<file path="src/rtl/figure_motion_ctrl_pkg.sv">
// rtl/figure_motion_ctrl_pkg.sv - display constants and helpers shared by the VGA path
//
// Purpose: visible raster size, default figure size, 3-bit {R,G,B} colour
// codes, button lane indices and the per-axis step/clamp helper.
// Ports: none (package).

package figure_motion_ctrl_pkg;

  localparam int DISP_H_ACTIVE = 640;
  localparam int DISP_V_ACTIVE = 480;
  localparam int DISP_FIG_W    = 32;
  localparam int DISP_FIG_H    = 32;

  localparam int POS_W = 10;

  // Colour encoding is {R, G, B}; black is never shown as a figure colour.
  typedef logic [2:0] color_t;
  localparam color_t COLOR_BLACK   = 3'b000;
  localparam color_t COLOR_BLUE    = 3'b001;
  localparam color_t COLOR_GREEN   = 3'b010;
  localparam color_t COLOR_CYAN    = 3'b011;
  localparam color_t COLOR_RED     = 3'b100;
  localparam color_t COLOR_MAGENTA = 3'b101;
  localparam color_t COLOR_YELLOW  = 3'b110;
  localparam color_t COLOR_WHITE   = 3'b111;

  // Lane indices into the debounced button vector.
  localparam int BTN_UP    = 0;
  localparam int BTN_DOWN  = 1;
  localparam int BTN_LEFT  = 2;
  localparam int BTN_RIGHT = 3;
  localparam int BTN_COLOR = 4;
  localparam int NUM_BTN   = 5;

  typedef enum logic [1:0] {
    DIR_HOLD = 2'd0,
    DIR_INC  = 2'd1,
    DIR_DEC  = 2'd2
  } dir_e;

  // Opposing buttons pressed together cancel out.
  function automatic dir_e axis_dir(input logic inc, input logic dec);
    if (inc && !dec) return DIR_INC;
    if (dec && !inc) return DIR_DEC;
    return DIR_HOLD;
  endfunction

  // One frame of motion on one axis. The increment is formed one bit wider
  // than the position so a step near the top of the range clamps instead of
  // wrapping; the decrement saturates at zero.
  function automatic logic [POS_W-1:0] step_axis(
    input logic [POS_W-1:0] pos,
    input dir_e             dir,
    input logic [POS_W-1:0] step,
    input logic [POS_W-1:0] limit
  );
    logic [POS_W:0] sum;
    sum = {1'b0, pos} + {1'b0, step};
    case (dir)
      DIR_INC: step_axis = (sum > {1'b0, limit}) ? limit : sum[POS_W-1:0];
      DIR_DEC: step_axis = (pos < step) ? '0 : pos - step;
      default: step_axis = pos;
    endcase
  endfunction

  // Cycle through the seven non-black colours: 1 -> 2 -> ... -> 7 -> 1.
  function automatic color_t next_color(input color_t c);
    return (c == COLOR_WHITE) ? COLOR_BLUE : c + 3'd1;
  endfunction

endpackage

</file>
<file path="src/rtl/figure_motion_ctrl_btn_debounce.sv">
// rtl/figure_motion_ctrl_btn_debounce.sv - pushbutton synchroniser and debouncer
//
// Purpose: brings one raw, asynchronous pushbutton into the clk domain and
// only accepts a level change after it has held for DEBOUNCE_CYCLES cycles.
// Ports:
//   clk     in   pixel clock
//   rst     in   asynchronous active-high reset
//   btn_in  in   raw button, asynchronous to clk
//   btn_out out  debounced level (registered)

module btn_debounce #(
  parameter int DEBOUNCE_CYCLES = 250000
) (
  input  logic clk,
  input  logic rst,
  input  logic btn_in,
  output logic btn_out
);

  localparam int CNT_W = (DEBOUNCE_CYCLES > 1) ? $clog2(DEBOUNCE_CYCLES) : 1;
  localparam logic [CNT_W-1:0] CNT_LAST = CNT_W'(DEBOUNCE_CYCLES - 1);

  logic             sync_q1;
  logic             sync_q2;
  logic [CNT_W-1:0] cnt;

  always_ff @(posedge clk or posedge rst) begin
    if (rst) begin
      sync_q1 <= 1'b0;
      sync_q2 <= 1'b0;
    end else begin
      sync_q1 <= btn_in;
      sync_q2 <= sync_q1;
    end
  end

  // Any sample that agrees with the accepted level restarts the count, so
  // only an unbroken run of disagreeing samples can flip the output.
  always_ff @(posedge clk or posedge rst) begin
    if (rst) begin
      btn_out <= 1'b0;
      cnt     <= '0;
    end else if (sync_q2 == btn_out) begin
      cnt <= '0;
    end else if (cnt == CNT_LAST) begin
      btn_out <= ~btn_out;
      cnt     <= '0;
    end else begin
      cnt <= cnt + 1'b1;
    end
  end

endmodule

</file>
<file path="src/rtl/figure_motion_ctrl.sv">
// rtl/figure_motion_ctrl.sv - per-frame figure position and colour from pushbuttons
//
// Purpose: debounces the five board buttons, detects the start of each
// vsync pulse and, on that edge only, moves the figure by STEP per axis
// (clamped to the visible area) and applies any pending colour advance.
// Ports:
//   clk                                  in   pixel clock (shared with sync generator)
//   rst                                  in   asynchronous active-high reset
//   btn_up/btn_down/btn_left/btn_right   in   raw direction buttons, active-high
//   btn_color                            in   raw colour-cycle button, active-high
//   vsync                                in   active-low vsync, synchronous to clk
//   pos_x, pos_y                         out  figure top-left corner
//   color                                out  figure {R,G,B}, never black
//   frame_tick                           out  one-cycle pulse at start of vsync

module figure_motion_ctrl
  import figure_motion_ctrl_pkg::*;
#(
  parameter int         DEBOUNCE_CYCLES = 250000,
  parameter int         STEP            = 4,
  parameter int         FIG_W           = DISP_FIG_W,
  parameter int         FIG_H           = DISP_FIG_H,
  parameter int         H_ACTIVE        = DISP_H_ACTIVE,
  parameter int         V_ACTIVE        = DISP_V_ACTIVE,
  parameter int         X_INIT          = 304,
  parameter int         Y_INIT          = 224,
  parameter logic [2:0] COLOR_INIT      = COLOR_RED
) (
  input  logic             clk,
  input  logic             rst,
  input  logic             btn_up,
  input  logic             btn_down,
  input  logic             btn_left,
  input  logic             btn_right,
  input  logic             btn_color,
  input  logic             vsync,
  output logic [POS_W-1:0] pos_x,
  output logic [POS_W-1:0] pos_y,
  output logic [2:0]       color,
  output logic             frame_tick
);

  localparam logic [POS_W-1:0] STEP_V = POS_W'(STEP);
  localparam logic [POS_W-1:0] X_MAX  = POS_W'(H_ACTIVE - FIG_W);
  localparam logic [POS_W-1:0] Y_MAX  = POS_W'(V_ACTIVE - FIG_H);

  logic [NUM_BTN-1:0] btn_raw;
  logic [NUM_BTN-1:0] btn_db;

  logic             vsync_d;
  logic             frame_start;
  logic             color_db_d;
  logic             color_rise;
  logic             color_pend;
  logic [POS_W-1:0] pos_x_nxt;
  logic [POS_W-1:0] pos_y_nxt;
  logic [2:0]       color_nxt;

  assign btn_raw = {btn_color, btn_right, btn_left, btn_down, btn_up};

  for (genvar i = 0; i < NUM_BTN; i++) begin : g_db
    btn_debounce #(
      .DEBOUNCE_CYCLES(DEBOUNCE_CYCLES)
    ) u_db (
      .clk     (clk),
      .rst     (rst),
      .btn_in  (btn_raw[i]),
      .btn_out (btn_db[i])
    );
  end

  // vsync_d resets high so a vsync already low when reset lifts still
  // counts as the start of a pulse.
  always_comb begin
    frame_start = vsync_d & ~vsync;
    color_rise  = btn_db[BTN_COLOR] & ~color_db_d;
    pos_x_nxt   = step_axis(pos_x, axis_dir(btn_db[BTN_RIGHT], btn_db[BTN_LEFT]), STEP_V, X_MAX);
    pos_y_nxt   = step_axis(pos_y, axis_dir(btn_db[BTN_DOWN], btn_db[BTN_UP]), STEP_V, Y_MAX);
    color_nxt   = color_pend ? next_color(color) : color;
  end

  always_ff @(posedge clk or posedge rst) begin
    if (rst) begin
      vsync_d    <= 1'b1;
      frame_tick <= 1'b0;
      color_db_d <= 1'b0;
      color_pend <= 1'b0;
      pos_x      <= POS_W'(X_INIT);
      pos_y      <= POS_W'(Y_INIT);
      color      <= COLOR_INIT;
    end else begin
      vsync_d    <= vsync;
      frame_tick <= frame_start;
      color_db_d <= btn_db[BTN_COLOR];
      if (frame_start) begin
        pos_x <= pos_x_nxt;
        pos_y <= pos_y_nxt;
        color <= color_nxt;
        // A press landing on the frame edge itself is kept for the next frame.
        color_pend <= color_rise;
      end else if (color_rise) begin
        color_pend <= 1'b1;
      end
    end
  end

endmodule

</file>
<file path="config.mk">
export PLATFORM = sky130hd
export DESIGN_NAME = figure_motion_ctrl
export DESIGN_NICKNAME = d
export VERILOG_FILES = /design/src/rtl/figure_motion_ctrl_pkg.sv /design/src/rtl/figure_motion_ctrl_btn_debounce.sv /design/src/rtl/figure_motion_ctrl.sv
export SDC_FILE = /design/constraint.sdc
export NUM_CORES = 1
export LEC_CHECK = 0
export CORE_UTILIZATION = 40
export CTS_BUF_LIST = sky130_fd_sc_hd__clkbuf_16
export DETAILED_ROUTE_END_ITERATION = 10
export GPL_TIMING_DRIVEN = 1
export PLACE_DENSITY = 0.61
export SKIP_LAST_GASP = 1
export SLEW_MARGIN = 20
export SYNTH_ARGS = -nofsm -noshare
export SYNTH_HDL_FRONTEND = slang
export SYNTH_SLANG_ARGS = --single-unit
</file>
<file path="constraint.sdc">
create_clock -name clk -period 5.8 [get_ports clk]
set_input_delay 1.16 -clock clk [delete_from_list [all_inputs] [get_ports clk]]
set_output_delay 1.16 -clock clk [all_outputs]
set_load 0.05 [all_outputs]
</file>
==> Yosys cells after proc, flatten, opt, wreduce, memory -nomap -nowiden <==
Index checks and enable logic that the tools add are counted.
{ "word_totals": {"ff_bits": 132, "latch_bits": 0, "ramBits": 0, "rom_bits": 0, "inputBits": 8, "output_inout_bits": 24, "n_memories": 0} }
{ "op_classes": {"n_addsub": 10, "multipliers": 0, "div_mod_pow": 0, "order_cmp": 4, "n_eq_ne": 15, "shifts": 0, "n_mux": 33, "bitwise": 14, "n_reduce_logical": 19} }
{ "op_table": {"columns": ["op", "count"], "rows": [
  ["two-way mux 18 bit", 10],
  ["adder 18 x 1 -> 18 bit, second input constant", 5],
  ["equality test 18 bit, second input constant", 5],
  ["two-way mux 10 bit", 4],
  ["case mux 10 bit (2 select lines)", 2],
  ["adder 10 x 3 -> 11 bit, second input constant", 2],
  ["< comparator 10 x 3 -> 1 bit, second input constant", 2],
  ["subtractor 10 x 3 -> 10 bit, second input constant", 2],
  ["two-way mux 2 bit", 8],
  ["AND reduction 2 bit", 8],
  ["inverter 1 bit", 12],
  ["> comparator 11 x 10 -> 1 bit, second input constant", 1],
  ["> comparator 11 x 9 -> 1 bit, second input constant", 1],
  ["two-way mux 1 bit", 8],
  ["nonzero test 2 bit", 3],
  ["equality test 1 bit", 5],
  ["equality test 2 x 1 -> 1 bit, second input constant", 2],
  ["equality test 2 bit, second input constant", 2],
  ["logical AND 1 bit", 4],
  ["logical NOT 1 bit", 4],
  ["adder 3 x 1 -> 3 bit, second input constant", 1],
  ["equality test 3 bit, second input constant", 1],
  ["two-way mux 3 bit", 1],
  ["AND 1 bit", 2]
]} }

==> Longest topological paths before layout <==
{ "depth": {"ltp_word": 9, "mapped_depth": 8, "mapped_depth_nobuf": 8} }

==> Hierarchy <==
From an unflattened synthesis, not the netlist that was laid out.
{ "hier_totals": {"hier_cells": 695, "hier_area_um2": 6834.1} }
{ "by_module_without_submodules": {"columns": ["module", "instances", "cells_each", "area_each_um2", "seq_area_each_um2"], "rows": [
  ["btn_debounce", 5, 95, 1012.2, 525.5],
  ["figure_motion_ctrl", 1, 220, 1773.0, 585.6]
]} }

==> Worst setup path before layout <==
Ideal clock, no wire load.
{ "synth_path": {"path_type": "register -> register", "from": "reg pos_x[2]", "to": "reg pos_x[6]", "arrival_time_ns": 2.449, "required_ns": 5.679, "setup_slack_ns": 3.230, "stages_incl_launch_ff": 9, "n_path_buf": 0, "cell_sequence": "dfrtp_1 > inv_1 > ha_1 > or3b_4 > or4b_4 > nand2_4 > nor2_1 > o32a_1 > o22a_1"} }
{ "synth_via": {"elab_chain_len": 4} }
{ "synth_rtl": {"columns": ["item", "line", "text"], "rows": [
  ["start: declaration", "figure_motion_ctrl.sv:37", "output logic [POS_W-1:0] pos_x,"],
  ["start signal: assignment", "figure_motion_ctrl.sv:88", "pos_x <= POS_W'(X_INIT);"],
  ["start signal: assignment", "figure_motion_ctrl.sv:96", "pos_x <= pos_x_nxt;"],
  ["adder 10 x 3 -> 11 bit", "figure_motion_ctrl_pkg.sv:58", "sum = {1'b0, pos} + {1'b0, step};"],
  ["> comparator 11 x 10 -> 1 bit", "figure_motion_ctrl_pkg.sv:60", "DIR_INC: step_axis = (sum > {1'b0, limit}) ? limit : sum[POS_W-1:0];"],
  ["two-way mux 10 bit", "figure_motion_ctrl_pkg.sv:60", null],
  ["case mux 10 bit (2 select lines) *", "figure_motion_ctrl_pkg.sv:59", "case (dir)"]
]} }
Every way passes the cells marked *; elsewhere a longest branch is shown, timed or not.
A chain may end at the register's enable or synchronous reset.

==> Worst setup path after layout <==
{ "layout_path": {"from": "reg pos_y[5]", "to": "out pos_y[5]"} }
{ "layout_lines": {"columns": ["item", "line", "text"], "rows": [
  ["start: declaration", "figure_motion_ctrl.sv:38", "output logic [POS_W-1:0] pos_y,"],
  ["start signal: assignment", "figure_motion_ctrl.sv:89", "pos_y <= POS_W'(Y_INIT);"],
  ["start signal: assignment", "figure_motion_ctrl.sv:97", "pos_y <= pos_y_nxt;"]
]} }
No word-level cell between the ends.

==> flow_metrics.py <==
metrics = {
    "setup_path": {
        "r2r_end": "pos_x[6]",
        "crit_path_end": "pos_y[5]",
        "crit_path_end_kind": "output port",
        "crit_type": "flip-flop to output port",
        "critPathTopFamily": "buffers and inverters",
        "crit_cells": 1,
        "worstPathMaxFanout": 14,
        "cp_data_arrival_time_ns": 1.95,
        "cpPeakStageDelay_ns": 0.85,
        "critPathRequiredTime_ns": 4.64,
        "r2r_start": "pos_x[2]",
        "worstPathCellList": "clkdlybuf4s50_1",
        "cp-startpoint": "pos_y[5]",
        "path_buf_inv": 1,
        "rr_worst_depth": 8,
        "rrSetupSlack_ns": 3.27,
        "start_kind": "flip-flop",
        "crit_slowest_cell": "clkdlybuf4s50_1",
    },
    "cts": {
        "clock_path_buffers": 2,
        "htree_levels": 4,
        "clk_pin_slew_ns": 0.06,
        "numCtsBuffers": 17,
        "cts_resized": 0,
        "root_buffer": "clkbuf_16",
        "cts_tree": "built",
        "hold_buffers": 0,
        "post_cts_buffers": 0,
        "clock_latency_ns": 0.41,
        "cts_num_sinks": 128,
    },
    "routing": {
        "totalWireLength_um": 12500,
        "drc": 0,
        "dr_wl_met2_um": 5920,
        "dr_wl_met3_um": 355,
        "postRouteAntennaNets": 0,
        "drt_iter0_drc": 305,
        "viasPerCell": 5.12,
        "first_pass_iters": 4,
        "met1_length_um": 6170,
        "via_count": 4831,
        "top_layer": "met4",
        "routedWlPerCell_um": 13.3,
    },
    "final_layout": {
        "diodes": 0,
        "mostFrequentLayoutCell": "nor2_1",
        "final_cell_mix": "nor2_1 (121), dfrtp_1 (120), nand3_1 (61), xor2_1 (50), nand2_1 (48)",
        "area_growth_pct": 16.0,
        "nets": 735,
        "drive_gt1_frac": 0.0853,
    },
    "place": {
        "gp_congestion": 0.847,
        "post-place-ws_ns": 2.59,
        "post-dp-hpwl_um": 8630,
        "io_buffers": 27,
    },
    "timing": {
        "period_share": 0.537,
        "finalClockSkew_ns": 0.0107,
        "finalSetupViolations": 0,
        "worst_pin_slew_ns": 0.925,
        "drv_slew": 0,
        "fin_crit_ns": 3.11,
        "fmax_ghz": 0.321,
        "rsz0062_at_grt": "false",
        "worst_slack_ns": 2.69,
        "finalHoldViolations": 0,
        "setup_tns_ns": 0,
        "relSlewSlack": 0.383,
    },
    "synthesis": {
        "synthFlopType": "dfrtp_1",
        "syn_inst": 690,
        "synth_compound_area_frac": 0.0803,
        "synth_simple_gate_area_frac": 0.243,
        "async_reset_ff_frac": 1.00,
        "post_synth_xor_area_fraction": 0.115,
        "ys_types": 69,
        "syn-mean-instance-area_um2": 9.50,
        "synth-seq-cells": 128,
        "yosysWarnings": 0,
        "ys_seq_area_frac": 0.490,
        "synth_top_family_by_area": "simple AND/OR/NAND/NOR gates",
        "syn_area_um2": 6560,
        "synth_edf_count": 0,
        "synth_fa_ha_area_frac": 0.0248,
        "synthMuxAreaShare": 0.0130,
    },
    "pwr": {
        "power.leakage_uw": 0.00317,
        "peakVddDrop_mv": 0.230,
        "p_per_area_nw_per_um2": 278,
    },
    "flow_run": {
        "maxCapViolations": 0,
    },
    "floorplanning": {
        "die_area_um2": 16900,
        "chipWidth_um": 130,
        "die_h_um": 130,
        "rows": 46,
        "start_util": 0.411,
        "coreArea_um2": 15900,
        "pin_count": 32,
    },
    "grt": {
        "grt_pass1_wl_um": 22000,
        "antenna_found_initial": 0,
        "grt_pass1_vias": 4664,
        "track_usage": 0.164,
        "overflow": 0,
        "grt_start_max_net_pins": 78,
    },
    "run_status": {
        "status": "complete, no violations",
    },
    "hold_path": {
        "min_path_type": "flip-flop to flip-flop",
        "worstHoldStart": "g_db[2].u_db.sync_q1",
    },
}
[stage by stage]
step / area (um^2) / power (uW) / utilization / instances / hold slack, ns
floorplan: 6570 / 1000 / - / 693 / 0.331
global placement: 6990 / 1020 / 0.438 / 911 / 0.335
detailed placement: 6990 / 1020 / 0.439 / 911 / 0.341
CTS: 7610 / 2150 / 0.477 / 943 / 0.351
global route: 7610 / 2190 / 0.477 / 943 / 0.356
finish: 7610 / 2110 / 0.477 / 943 / 0.347
[sequential cells by signal (all words and copies together) (netlist names)]
register           cells
g_db.u_db.sync_q1      5
pos_y                  8
color                  3
frame_tick             1
pos_x                  8
color_pend             1
vsync_d                1
g_db.u_db.cnt         90
g_db.u_db.btn_out      5
g_db.u_db.sync_q2      5
color_db_d             1
[worst min-delay path by stage]
| stage | endpoint | slack [ns] | cells after the start |
|---|---|---|---|
| after CTS | g_db[2].u_db.sync_q2 | 0.35 | 0 |
| after global routing | g_db[2].u_db.sync_q2 | 0.36 | 0 |
| final | g_db[2].u_db.sync_q2 | 0.35 | 0 |
| after global placement | g_db[2].u_db.sync_q2 | 0.34 | 0 |
| after detailed placement | g_db[1].u_db.sync_q2 | 0.34 | 0 |
| after floorplan | g_db[0].u_db.sync_q2 | 0.33 | 0 |
[logic make-up (layout without fill, tap and decap cells)]
group                      count (synthesis)  count (layout)
AOI/OAI and AO/OA                         79              79
xor gates and xnor gates                  86              86
adders and majority gates                 13              13
buffers and inverters                     48              82
DFF                                      128             128
muxes                                      8               8
other                                      1               4
and+or+nand+nor                          327             327
[power by group]
| part | internal (uW) | total, uW | switching (uW) |
|---|---|---|---|
| combinational | 25.0 | 84.2 | 59.2 |
| clock | 715 | 1110 | 392 |
| sequential | 911 | 922 | 11.3 |
[routing by layer]
metal | GRT usage | vias to the layer above
met5 | 0 | -
met4 | 0.0636 | 0
met3 | 0.0369 | 5
met2 | 0.259 | 64
met1 | 0.220 | 2351
li1 | - | 2411
[layout make-up]
| class | count | area (um^2) |
|---|---|---|
| multi-input cells | 517 | 3140 |
| clock buffers | 17 | 425 |
| clock inverters | 15 | 191 |
| inverters | 21 | 81.3 |
| flip-flops and latches | 128 | 3210 |
| repair buffers | 29 | 285 |
| well taps | 216 | 270 |
| fillers | 1517 | 8330 |
[cell usage after synthesis, drive strengths merged, types with 7 or more instances]
| cell | n | area share |
|---|---|---|
| nand2 | 49 | 0.029 |
| ha | 13 | 0.025 |
| nand3 | 61 | 0.047 |
| buf | 11 | 0.012 |
| nor3 | 16 | 0.012 |
| nor4 | 10 | 0.0095 |
| a21oi | 19 | 0.015 |
| inv | 20 | 0.011 |
| dfstp | 8 | 0.032 |
| nor2 | 122 | 0.070 |
| or3 | 9 | 0.0086 |
| xor2 | 50 | 0.067 |
| clkbuf | 16 | 0.0093 |
| xnor2 | 36 | 0.048 |
| nand2b | 7 | 0.0067 |
| o21ai | 21 | 0.016 |
| and3 | 20 | 0.019 |
| dfrtp | 120 | 0.46 |
Note: power is estimated with default switching activity, not from simulation.
